**config.mk**
```make
export PLATFORM = sky130hd
export DESIGN_NAME = mac_row_acc
export DESIGN_NICKNAME = d
export VERILOG_FILES = /design/src/rtl/mac_pkg.sv /design/src/rtl/mac_tile_acc.sv /design/src/rtl/mac_row_acc.sv
export SDC_FILE = /design/constraint.sdc
export NUM_CORES = 1
export LEC_CHECK = 0
export ABC_AREA = 1
export CORE_ASPECT_RATIO = 1.2
export CORE_MARGIN = 4
export CORE_UTILIZATION = 53
export DETAILED_ROUTE_END_ITERATION = 10
export GPL_TIMING_DRIVEN = 0
export PLACE_DENSITY = 0.75
export SYNTH_ARGS = -nofsm -noshare
export SYNTH_HDL_FRONTEND = slang
export SYNTH_SLANG_ARGS = --single-unit
```
**constraint.sdc**
```tcl
create_clock -name clk -period 4.1 [get_ports clk]
set_clock_uncertainty 0.2 [all_clocks]
set_input_delay 0.82 -clock clk [delete_from_list [all_inputs] [get_ports clk]]
set_output_delay 0.82 -clock clk [all_outputs]
set_load 0.05 [all_outputs]
```
**src/rtl/mac_pkg.sv**
```systemverilog
// Shared constants and operand-extension helper for the MAC row and its tiles.
package mac_pkg;

  localparam logic [1:0] INST_IDLE  = 2'b00;
  localparam logic [1:0] INST_LOAD  = 2'b01;
  localparam logic [1:0] INST_EXEC  = 2'b10;
  localparam logic [1:0] INST_DRAIN = 2'b11;

  localparam logic MODE_PASS = 1'b0;
  localparam logic MODE_ACC  = 1'b1;

  // Operands arrive zero-padded to 32 bits; in signed mode they are sign-extended
  // from bit w-1 before the multiply so the product is correct at any psum width.
  function automatic logic signed [63:0] ext_prod(input logic [31:0] a,
                                                  input logic [31:0] b,
                                                  input int          w,
                                                  input bit          sgn);
    logic signed [63:0] ax;
    logic signed [63:0] bx;
    ax = $signed({32'd0, a});
    bx = $signed({32'd0, b});
    if (sgn) begin
      ax = (ax <<< (64 - w)) >>> (64 - w);
      bx = (bx <<< (64 - w)) >>> (64 - w);
    end
    return ax * bx;
  endfunction

endpackage

```
**src/rtl/mac_tile_acc.sv**
```systemverilog
// One MAC tile: stationary weight, forwarded activation/instruction, pass-through
// psum or local accumulator released by drain.
module mac_tile_acc
  import mac_pkg::*;
#(
  parameter int bw      = 4,
  parameter int psum_bw = 16,
  parameter int SIGNED  = 0
) (
  input  logic               clk,
  input  logic               reset,
  input  logic [bw-1:0]      a_in,
  input  logic [1:0]         inst_in,
  input  logic [psum_bw-1:0] in_n,
  input  logic               mode,
  input  logic               clr,
  output logic [bw-1:0]      a_q,
  output logic [1:0]         inst_q,
  output logic [psum_bw-1:0] c_q,
  output logic               vld_p0
);

  logic [bw-1:0]             b_q;
  logic                      load_ready;
  logic signed [psum_bw-1:0] acc_q;
  logic signed [psum_bw-1:0] prod;

  assign prod = $signed(psum_bw'(ext_prod(32'(a_in), 32'(b_q), bw, SIGNED != 0)));

  // p0: single register stage; product is formed from the incoming activation
  always_ff @(posedge clk) begin
    if (reset) begin
      a_q        <= '0;
      b_q        <= '0;
      c_q        <= '0;
      acc_q      <= '0;
      inst_q     <= INST_IDLE;
      vld_p0     <= 1'b0;
      load_ready <= 1'b1;
    end else begin
      vld_p0 <= 1'b0;
      inst_q <= INST_IDLE;
      if (clr) begin
        load_ready <= 1'b1;
        acc_q      <= '0;
      end
      case (inst_in)
        INST_LOAD: begin
          if (load_ready) begin
            b_q        <= a_in;
            load_ready <= 1'b0;
          end else begin
            a_q    <= a_in;
            inst_q <= INST_LOAD;
          end
        end
        INST_EXEC: begin
          a_q    <= a_in;
          inst_q <= INST_EXEC;
          if (mode == MODE_PASS) begin
            c_q    <= in_n + prod;
            vld_p0 <= 1'b1;
          end else begin
            acc_q <= acc_q + prod;
          end
        end
        INST_DRAIN: begin
          // A drain in pass-through mode has nothing to release and dies here.
          if (mode == MODE_ACC) begin
            c_q    <= acc_q;
            vld_p0 <= 1'b1;
            acc_q  <= '0;
            inst_q <= INST_DRAIN;
          end
        end
        default: ;
      endcase
    end
  end

endmodule

```
**src/rtl/mac_row_acc.sv**
```systemverilog
// MAC row: col tiles chained east, shared mode register, busy flag and
// idle-only qualification of mode changes and kernel re-arm.
module mac_row_acc
  import mac_pkg::*;
#(
  parameter int bw      = 4,
  parameter int psum_bw = 16,
  parameter int col     = 8,
  parameter int SIGNED  = 0
) (
  input  logic                   clk,
  input  logic                   reset,
  input  logic [bw-1:0]          in_w,
  input  logic [1:0]             inst_w,
  input  logic [psum_bw*col-1:0] in_n,
  input  logic                   acc_mode,
  input  logic                   kernel_clr,
  output logic [psum_bw*col-1:0] out_s,
  output logic [col-1:0]         valid,
  output logic                   busy
);

  logic [bw-1:0] a_chain    [col+1];
  logic [1:0]    inst_chain [col+1];
  logic [col-1:0] tile_busy;
  logic           mode_q;
  logic           clr_ok;

  assign a_chain[0]    = in_w;
  assign inst_chain[0] = inst_w;

  assign busy   = (inst_w != INST_IDLE) || (|tile_busy);
  assign clr_ok = kernel_clr && !busy;

  // Mode only moves when nothing is in flight, so every tile sees one mode per instruction.
  always_ff @(posedge clk) begin
    if (reset) begin
      mode_q <= MODE_PASS;
    end else if (!busy) begin
      mode_q <= acc_mode;
    end
  end

  for (genvar j = 0; j < col; j++) begin : g_tile
    mac_tile_acc #(
      .bw      (bw),
      .psum_bw (psum_bw),
      .SIGNED  (SIGNED)
    ) u_tile (
      .clk     (clk),
      .reset   (reset),
      .a_in    (a_chain[j]),
      .inst_in (inst_chain[j]),
      .in_n    (in_n[psum_bw*j +: psum_bw]),
      .mode    (mode_q),
      .clr     (clr_ok),
      .a_q     (a_chain[j+1]),
      .inst_q  (inst_chain[j+1]),
      .c_q     (out_s[psum_bw*j +: psum_bw]),
      .vld_p0  (valid[j])
    );

    assign tile_busy[j] = (inst_chain[j+1] != INST_IDLE);
  end

endmodule
```
==> results of run 1 <==
power groups by stage:
stage                     clock network (mW)  registers, mW  logic [mW]
final                                   3.95           3.50        1.21
after global routing                    4.12           3.51        1.30
after CTS                               4.01           3.51        1.13
after detailed placement                   0           3.59        1.11
after global placement                     0           3.59        1.10
after floorplan                            0           3.71       0.505
layout make-up:
cell class / count / area (µm²)
Multi-Input combinational cell: 3140 / 18290
Inverter: 606 / 2275
Antenna cell: 2 / 5.005
Timing Repair Buffer: 330 / 3171
Fill cell: 4504 / 16480
Clock inverter: 19 / 276.5
Sequential cell: 349 / 7117
Tap cell: 644 / 805.8
Buffer: 106 / 556.8
Clock buffer: 52 / 1140
worst max-delay path, delay by kind of cell, from the launching register on:
kind                       cells  cell delay, ns
buffers and inverters          3            0.28
AOI/OAI and AO/OA              5            0.61
DFF                            1            0.38
xor gates and xnor gates       1            0.28
adders and majority gates      4            1.83
and+or+nand+nor                5            0.29
per-stage QoR:
stage / cells / setup TNS, ns / utilization / worst slack [ns]
after floorplan: 4201 / -0.008284 / - / -0.008284
after global placement: 5118 / -31.85 / 0.6056 / -1.307
after detailed placement: 5118 / -34.73 / 0.6056 / -1.354
after CTS: 5197 / 0 / 0.6398 / 0.001140
after global routing: 5248 / -2.325 / 0.6712 / -0.1755
final: 5248 / 0 / 0.6712 / 0.03735
cell families (layout without fill, tap and decap cells):
family,Yosys count,after routing,synth area share
and+or+nand+nor,1995,1995,0.3093
AOI/OAI and AO/OA,793,793,0.1556
xor gates and xnor gates,64,64,0.02091
buffers and inverters,712,1113,0.1056
DFF,349,349,0.2607
adders and majority gates,288,288,0.1479
other,0,2,0
worst paths after layout:
check | slack [ns] | depth (start not counted) | startpoint | to
min reg2reg | 0.26 | 2 | g_tile[2].u_tile.acc_q[14]$_SDFF_PP0_ | g_tile[2].u_tile.acc_q[14]$_SDFF_PP0_
max reg2reg | 0.04 | 18 | g_tile[2].u_tile.a_q[0]$_SDFFE_PP0P_ | g_tile[3].u_tile.c_q[8]$_SDFFE_PP0P_
max | 0.04 | 18 | g_tile[2].u_tile.a_q[0]$_SDFFE_PP0P_ | g_tile[3].u_tile.c_q[8]$_SDFFE_PP0P_
min | 0.26 | 2 | g_tile[2].u_tile.acc_q[14]$_SDFF_PP0_ | g_tile[2].u_tile.acc_q[14]$_SDFF_PP0_
flip-flops by register name, indices dropped and copies added (netlist names):
signal,cells
g_tile.u_tile.a_q,28
g_tile.u_tile.acc_q,128
g_tile.u_tile.b_q,32
g_tile.u_tile.c_q,128
g_tile.u_tile.inst_q,16
g_tile.u_tile.load_ready,8
g_tile.u_tile.vld_p0,8
mode_q,1
layout by cell type (no fill, tap or decap), types with 18 or more instances in the layout:
| cell type | count |
|---|---|
| buf_2 | 35 |
| or2_2 | 23 |
| clkdlybuf4s50_1 | 269 |
| buf_4 | 67 |
| o21ai_0 | 204 |
| ha_1 | 208 |
| inv_1 | 571 |
| clkbuf_1 | 56 |
| nand3_2 | 24 |
| nand3b_1 | 22 |
| a21oi_2 | 51 |
| o21ai_1 | 20 |
| a21oi_1 | 432 |
| fa_1 | 35 |
| nor3_1 | 18 |
| ha_4 | 31 |
| clkbuf_16 | 43 |
| nand2_2 | 92 |
| nand4_1 | 31 |
| dfxtp_1 | 305 |
| xor2_1 | 37 |
| nand2_1 | 1168 |
| nand3_1 | 303 |
| inv_2 | 32 |
| dfxtp_4 | 30 |
| nor2_2 | 20 |
| nor2_1 | 264 |
per-layer routing:
layer / GRT usage / part of all wire / vias to the layer above
met5: 0 / 0 / -
met4: 0.1114 / 0.040 / 0
met3: 0.03974 / 0.059 / 204
met2: 0.5093 / 0.48 / 847
met1: 0.3651 / 0.42 / 12970
li1: - / - / 14280
timing repair:
action                                  CTS  global route
buffers inserted                          8            52
endpoints found under the hold margin     0             0
resized for setup                        83           335
pin swaps                                18           171
endpoints found under the setup margin  106           143
gates cloned                              0             0
==> run_results.csv, run 1 <==
group,metric,value,unit
synthesis,yosysUniqueCellTypes,43,
clocking,root_buffer,"clkbuf_16",
die,die_area,0.05425,mm²
power,power_density,257.3,mW/mm²
synthesis,synth-seq-cells,349,
power,power,8.655,mW
global_routing,groute.usage.overall,0.2914,
critical_path,crit_slowest_cell,"fa_1",
die,die_y,254.4,µm
synthesis,synth.cell_area,0.02680,mm²
detailed_routing,vias,28300,
power,clockPowerShare,0.456,
clocking,cts.clk_slew.worst_paths,0.06,ns
clocking,cts_hold_buf,0,
timing,finalCriticalPeriod,4.063,ns
global_routing,grt_max_degree,14,
timing,setup_viol,0,
critical_path,worstPathArrival,4.27,ns
timing,clock.fmax,246.1,MHz
synthesis,synth_area_leader_cell,"dfxtp_1",
critical_path,crit_chain,"nand2_2, fa_1, inv_2, fa_2, fa_2, a21oi_2, o21ai_1, xor2_1, ha_1, buf_6, nand2_4, o21ai_1, inv_1, nand2_2, nand2_2, nand2_1, o21ai_1, a21oi_1",
synthesis,synth_top_flop_cell,"dfxtp_1",
layout,area_delta_synth_final,25.47,%
power,ir_drop,0.0002859,V
timing,rsz0062_at_grt,"true",
synthesis,synth-edff-count,0,
synthesis,yosysWarnings,0,
power,p_seq_frac,0.405,
die,die_x,213.3,µm
layout,nets,5000,
power,p_leak,17.09,nW
detailed_routing,wire_per_inst,16.13,µm
synthesis,synth_nets,4627,
die,initial_core_util,0.5349,
clocking,clk_latency,0.58,ns
synthesis,netlist_instances,4201,
synthesis,synth_top_area_share,0.2607,
power,switching_power,2.365,mW
global_routing,grt_pass1_vias,25940,
placement,placed_cell_area,0.03035,mm²
timing,hold_viol,0,
flow_run,drv_cap,0,
critical_path,crit_path_end_kind,"flop",
synthesis,synthTopCellsByArea,"dfxtp_1, nand2_1, ha_1",
timing,tightest_slew,1.403,ns
synthesis,yosysMostFrequentCell,"nand2_1",
detailed_routing,firstDrtPassIters,8,
detailed_routing,drt-initial-drc-count,2041,
clocking,clockBufferDepth,3,
die,io_pins,275,
placement,dp_hpwl,63830,µm
outcome,status,"finished clean",
detailed_routing,drc,0,
layout,drive_gt1_frac,0.1232,
synthesis,syn_avg_cell_area,6.380,µm²
critical_path,cp.required,4.31,ns
timing,whs,0.2630,ns
synthesis,synth_commonest_cells,"nand2_1, inv_1, a21oi_1",
power,swShare,0.2733,
critical_path,worstPathMaxFanout,6,
die,num_rows,90,
critical_path,cp-start-kind,"flop",
placement,port_buffers,273,
die,coreArea,0.05011,mm²
power,intPower,6.290,mW
global_routing,grt_pass1_wl,129500,µm
critical_path,crit_type,"reg -> reg",
clocking,cts.sinks,349,
timing,finalMaxSlewViolations,0,
placement,gp_congestion,0.9447,
timing,max_slew_margin,0.06463,
global_routing,antenna_found_initial,3,
clocking,cts_tree,"built",
clocking,cts_max_level,2,
synthesis,synth.yosys.seq_area_share,0.2607,
critical_path,max_stage_delay,0.56,ns
global_routing,overflow,0,
detailed_routing,ant_nets,0,
timing,fin_crit_sh,0.9909,
clocking,cts_made_buffers,41,
worst_hold_path,hold_path_class,"reg -> reg",
layout,fin_area,0.03363,mm²
power,combPwrFrac,0.139,
detailed_routing,wl,84670,µm
detailed_routing,viasPerCell,5.393,
synthesis,async_flop_share,0,
Note: power is estimated with default switching activity, not from simulation.
==> inputs of run 2 (changes only) <==
clock period = 3.46 ns   (was 4.1 ns; I/O delays follow)
==> run 2 against run 1 <==
  * The flow now finishes with violations (negative setup slack)
  * Clock power grew 18%
  * Flip-flop and latch count is the same
  * Critical endpoint is now g_tile[3].u_tile.acc_q[8]$_SDFF_PP0_
  * Critical path depth unchanged
  * Routed wire length rose by 14%
  * Sequential power up 18%
  * Cell area grew 14%
  * Total power is 21% higher
  * Via count increased by 7.3%
  * Clock-buffer cell count rose by 9
  * First-iteration DRC count up 17%
==> run_results.csv, run 2 (synthesized netlist as in run 1, its figures left out) <==
group,metric,value,unit
critical_path,crit_path_end_kind,"flop",
placement,placed_cell_area,0.03082,mm²
detailed_routing,ant_nets,0,
global_routing,grt_pass1_vias,27510,
timing,setup_ws,-0.5880,ns
layout,fillerInstances,3573,
clocking,clockBufferDepth,3,
global_routing,groute.usage.overall,0.3054,
die,io_pins,275,
detailed_routing,wl,96670,µm
worst_hold_path,hold_end,"g_tile[7].u_tile.c_q[9]$_SDFFE_PP0P_",
layout,nets,5116,
critical_path,cp.required,3.75,ns
clocking,cts.sinks,349,
detailed_routing,firstDrtPassIters,6,
layout,mostFrequentLayoutCells,"nand2_1, inv_1, a21oi_1",
die,die_x,213.3,µm
placement,gp_congestion,0.9530,
power,power_density,273.8,mW/mm²
die,die_area,0.05425,mm²
die,coreArea,0.05011,mm²
detailed_routing,vias,30370,
worst_hold_path,hold_depth,2,
timing,finalCriticalPeriod,4.048,ns
layout,drive_gt1_frac,0.2818,
timing,clock.fmax,247.0,MHz
placement,port_buffers,273,
detailed_routing,viasPerCell,5.658,
clocking,cts_made_buffers,41,
critical_path,crit_slowest_cell,"fa_2",
layout,final_common_cell,"nand2_1",
layout,area_delta_synth_final,42.83,%
clocking,cts_tree,"built",
clocking,clk_latency,0.58,ns
critical_path,worstPathArrival,4.34,ns
critical_path,crit_chain,"nand2_4, fa_1, inv_2, fa_2, fa_2, a21oi_2, o21ai_2, xor2_4, ha_4, buf_6, nand2_2, nor2_1, nand2_1, nand3_2, buf_6, a21oi_2, o21ai_1, a21oi_1",
clocking,cts_max_level,2,
detailed_routing,wire_per_inst,18.01,µm
power,p_leak,18.48,nW
critical_path,r2r_cells,18,
die,num_rows,90,
critical_path,cp-startpoint,"g_tile[2].u_tile.a_q[2]$_SDFFE_PP0P_",
power,power,10.48,mW
timing,hold_viol,0,
global_routing,overflow,0,
layout,reg_top3,"g_tile.u_tile.acc_q (128), g_tile.u_tile.c_q (128), g_tile.u_tile.b_q (32)",
outcome,status,"finished, violations left",
critical_path,worstReg2RegEnd,"g_tile[3].u_tile.acc_q[8]$_SDFF_PP0_",
critical_path,max_stage_delay,0.58,ns
global_routing,grt_max_degree,14,
timing,rsz0062_at_grt,"true",
critical_path,crit_type,"reg -> reg",
timing,setup_viol,175,
layout,final_core_util,0.7640,
timing,finalMaxSlewViolations,0,
global_routing,antenna_found_initial,5,
placement,dp_worst_setup_slack,-1.798,ns
critical_path,worstPathMaxFanout,4,
worst_hold_path,hold_path_class,"reg -> reg",
die,die_y,254.4,µm
detailed_routing,drc,0,
critical_path,cp-start-kind,"flop",
clocking,root_buffer,"clkbuf_16",
placement,dp_hpwl,62890,µm
critical_path,rrSetupSlack,-0.59,ns
timing,tightest_slew,1.359,ns
detailed_routing,drt-initial-drc-count,2390,
power,ir_drop,0.0003594,V
worst_hold_path,worstHoldStart,"g_tile[7].u_tile.c_q[9]$_SDFFE_PP0P_",
layout,fin_area,0.03828,mm²
timing,max_slew_margin,0.09399,
critical_path,r2r-start,"g_tile[2].u_tile.a_q[2]$_SDFFE_PP0P_",
outcome,violations,"negative setup slack",
global_routing,grt_pass1_wl,135900,µm
die,initial_core_util,0.5349,
timing,fin_crit_sh,1.170,
clocking,cts.clk_slew.worst_paths,0.07,ns
flow_run,drv_cap,0,
run 2: cell types whose count changed in the layout (fill, tap and decap cells not counted), sizes merged:
cell,change
buf,+115
clkbuf,+9
clkinv,-4
dlygate4sd2,+1
diode,-1
bufinv,-3
clkdlybuf4s50,-1
clkinvlp,+3
dlymetal6s2s,+1
run 2: cell type report:
| class | instances | area, µm² | area share |
|---|---|---|---|
| inverters | 606 | 2310 | 0.06033 |
| plain buffers | 106 | 556.8 | 0.01454 |
| repair buffers | 446 | 4285 | 0.1119 |
| flip-flops and latches | 349 | 7133 | 0.1863 |
| diodes | 1 | 2.502 | 0.00006536 |
| clock buffers | 61 | 1234 | 0.03222 |
| well taps | 644 | 805.8 | 0.02105 |
| multi-input cells | 3140 | 21760 | 0.5683 |
| clock inverters | 15 | 200.2 | 0.005229 |
run 2: how the worst max path moves through the flow:
stage	slack (ns)	cells after the start	endpoint
floorplan	-0.48	19	g_tile[0].u_tile.c_q[14]$_SDFFE_PP0P_
global placement	-1.76	20	g_tile[0].u_tile.c_q[14]$_SDFFE_PP0P_
detailed placement	-1.80	20	g_tile[0].u_tile.c_q[14]$_SDFFE_PP0P_
CTS	-0.46	19	g_tile[1].u_tile.c_q[15]$_SDFFE_PP0P_
global route	-0.67	19	g_tile[3].u_tile.c_q[15]$_SDFFE_PP0P_
finish	-0.59	18	g_tile[3].u_tile.acc_q[8]$_SDFF_PP0_
run 2: metrics by stage:
stage / TNS [ns] / hold slack, ns / instances
5_1_grt: -82.07 / 0.2682 / 5367
6_report: -57.62 / 0.2584 / 5368
3_3_place_gp: -94.36 / 0.2515 / 5118
4_1_cts: -49.08 / 0.2649 / 5298
2_1_floorplan: -14.22 / 0.2435 / 4201
3_5_place_dp: -100.70 / 0.2553 / 5118
run 2: what timing repair did:
| action | in CTS | in global routing |
|---|---|---|
| resized for setup | 389 | 758 |
| buffers inserted | 108 | 74 |
| setup endpoints to repair | 188 | 191 |
| hold buffers | 0 | 0 |
| pin swaps | 287 | 447 |
| endpoints found under the hold margin | 0 | 0 |
| gates cloned | 0 | 0 |
run 2: critical path, delay by kind of cell, from the launching register on:
kind / cells / cell delay (ns)
compound gates: 5 / 0.67
xor+xnor: 1 / 0.35
fa+ha+maj: 4 / 1.66
buf+inv: 3 / 0.32
flops: 1 / 0.38
simple gates: 5 / 0.35
run 2: routing by layer:
metal | wire length, µm | global-route usage
met4 | 5495 | 0.1354
met2 | 48880 | 0.5530
met3 | 6396 | 0.04872
met5 | 36 | 0
met1 | 35860 | 0.3541
run 2: power by group:
group / internal (mW) / total, mW / switching, mW
registers: 4.08 / 4.14 / 0.0645
logic: 0.643 / 1.68 / 1.03
clock network: 2.78 / 4.67 / 1.89
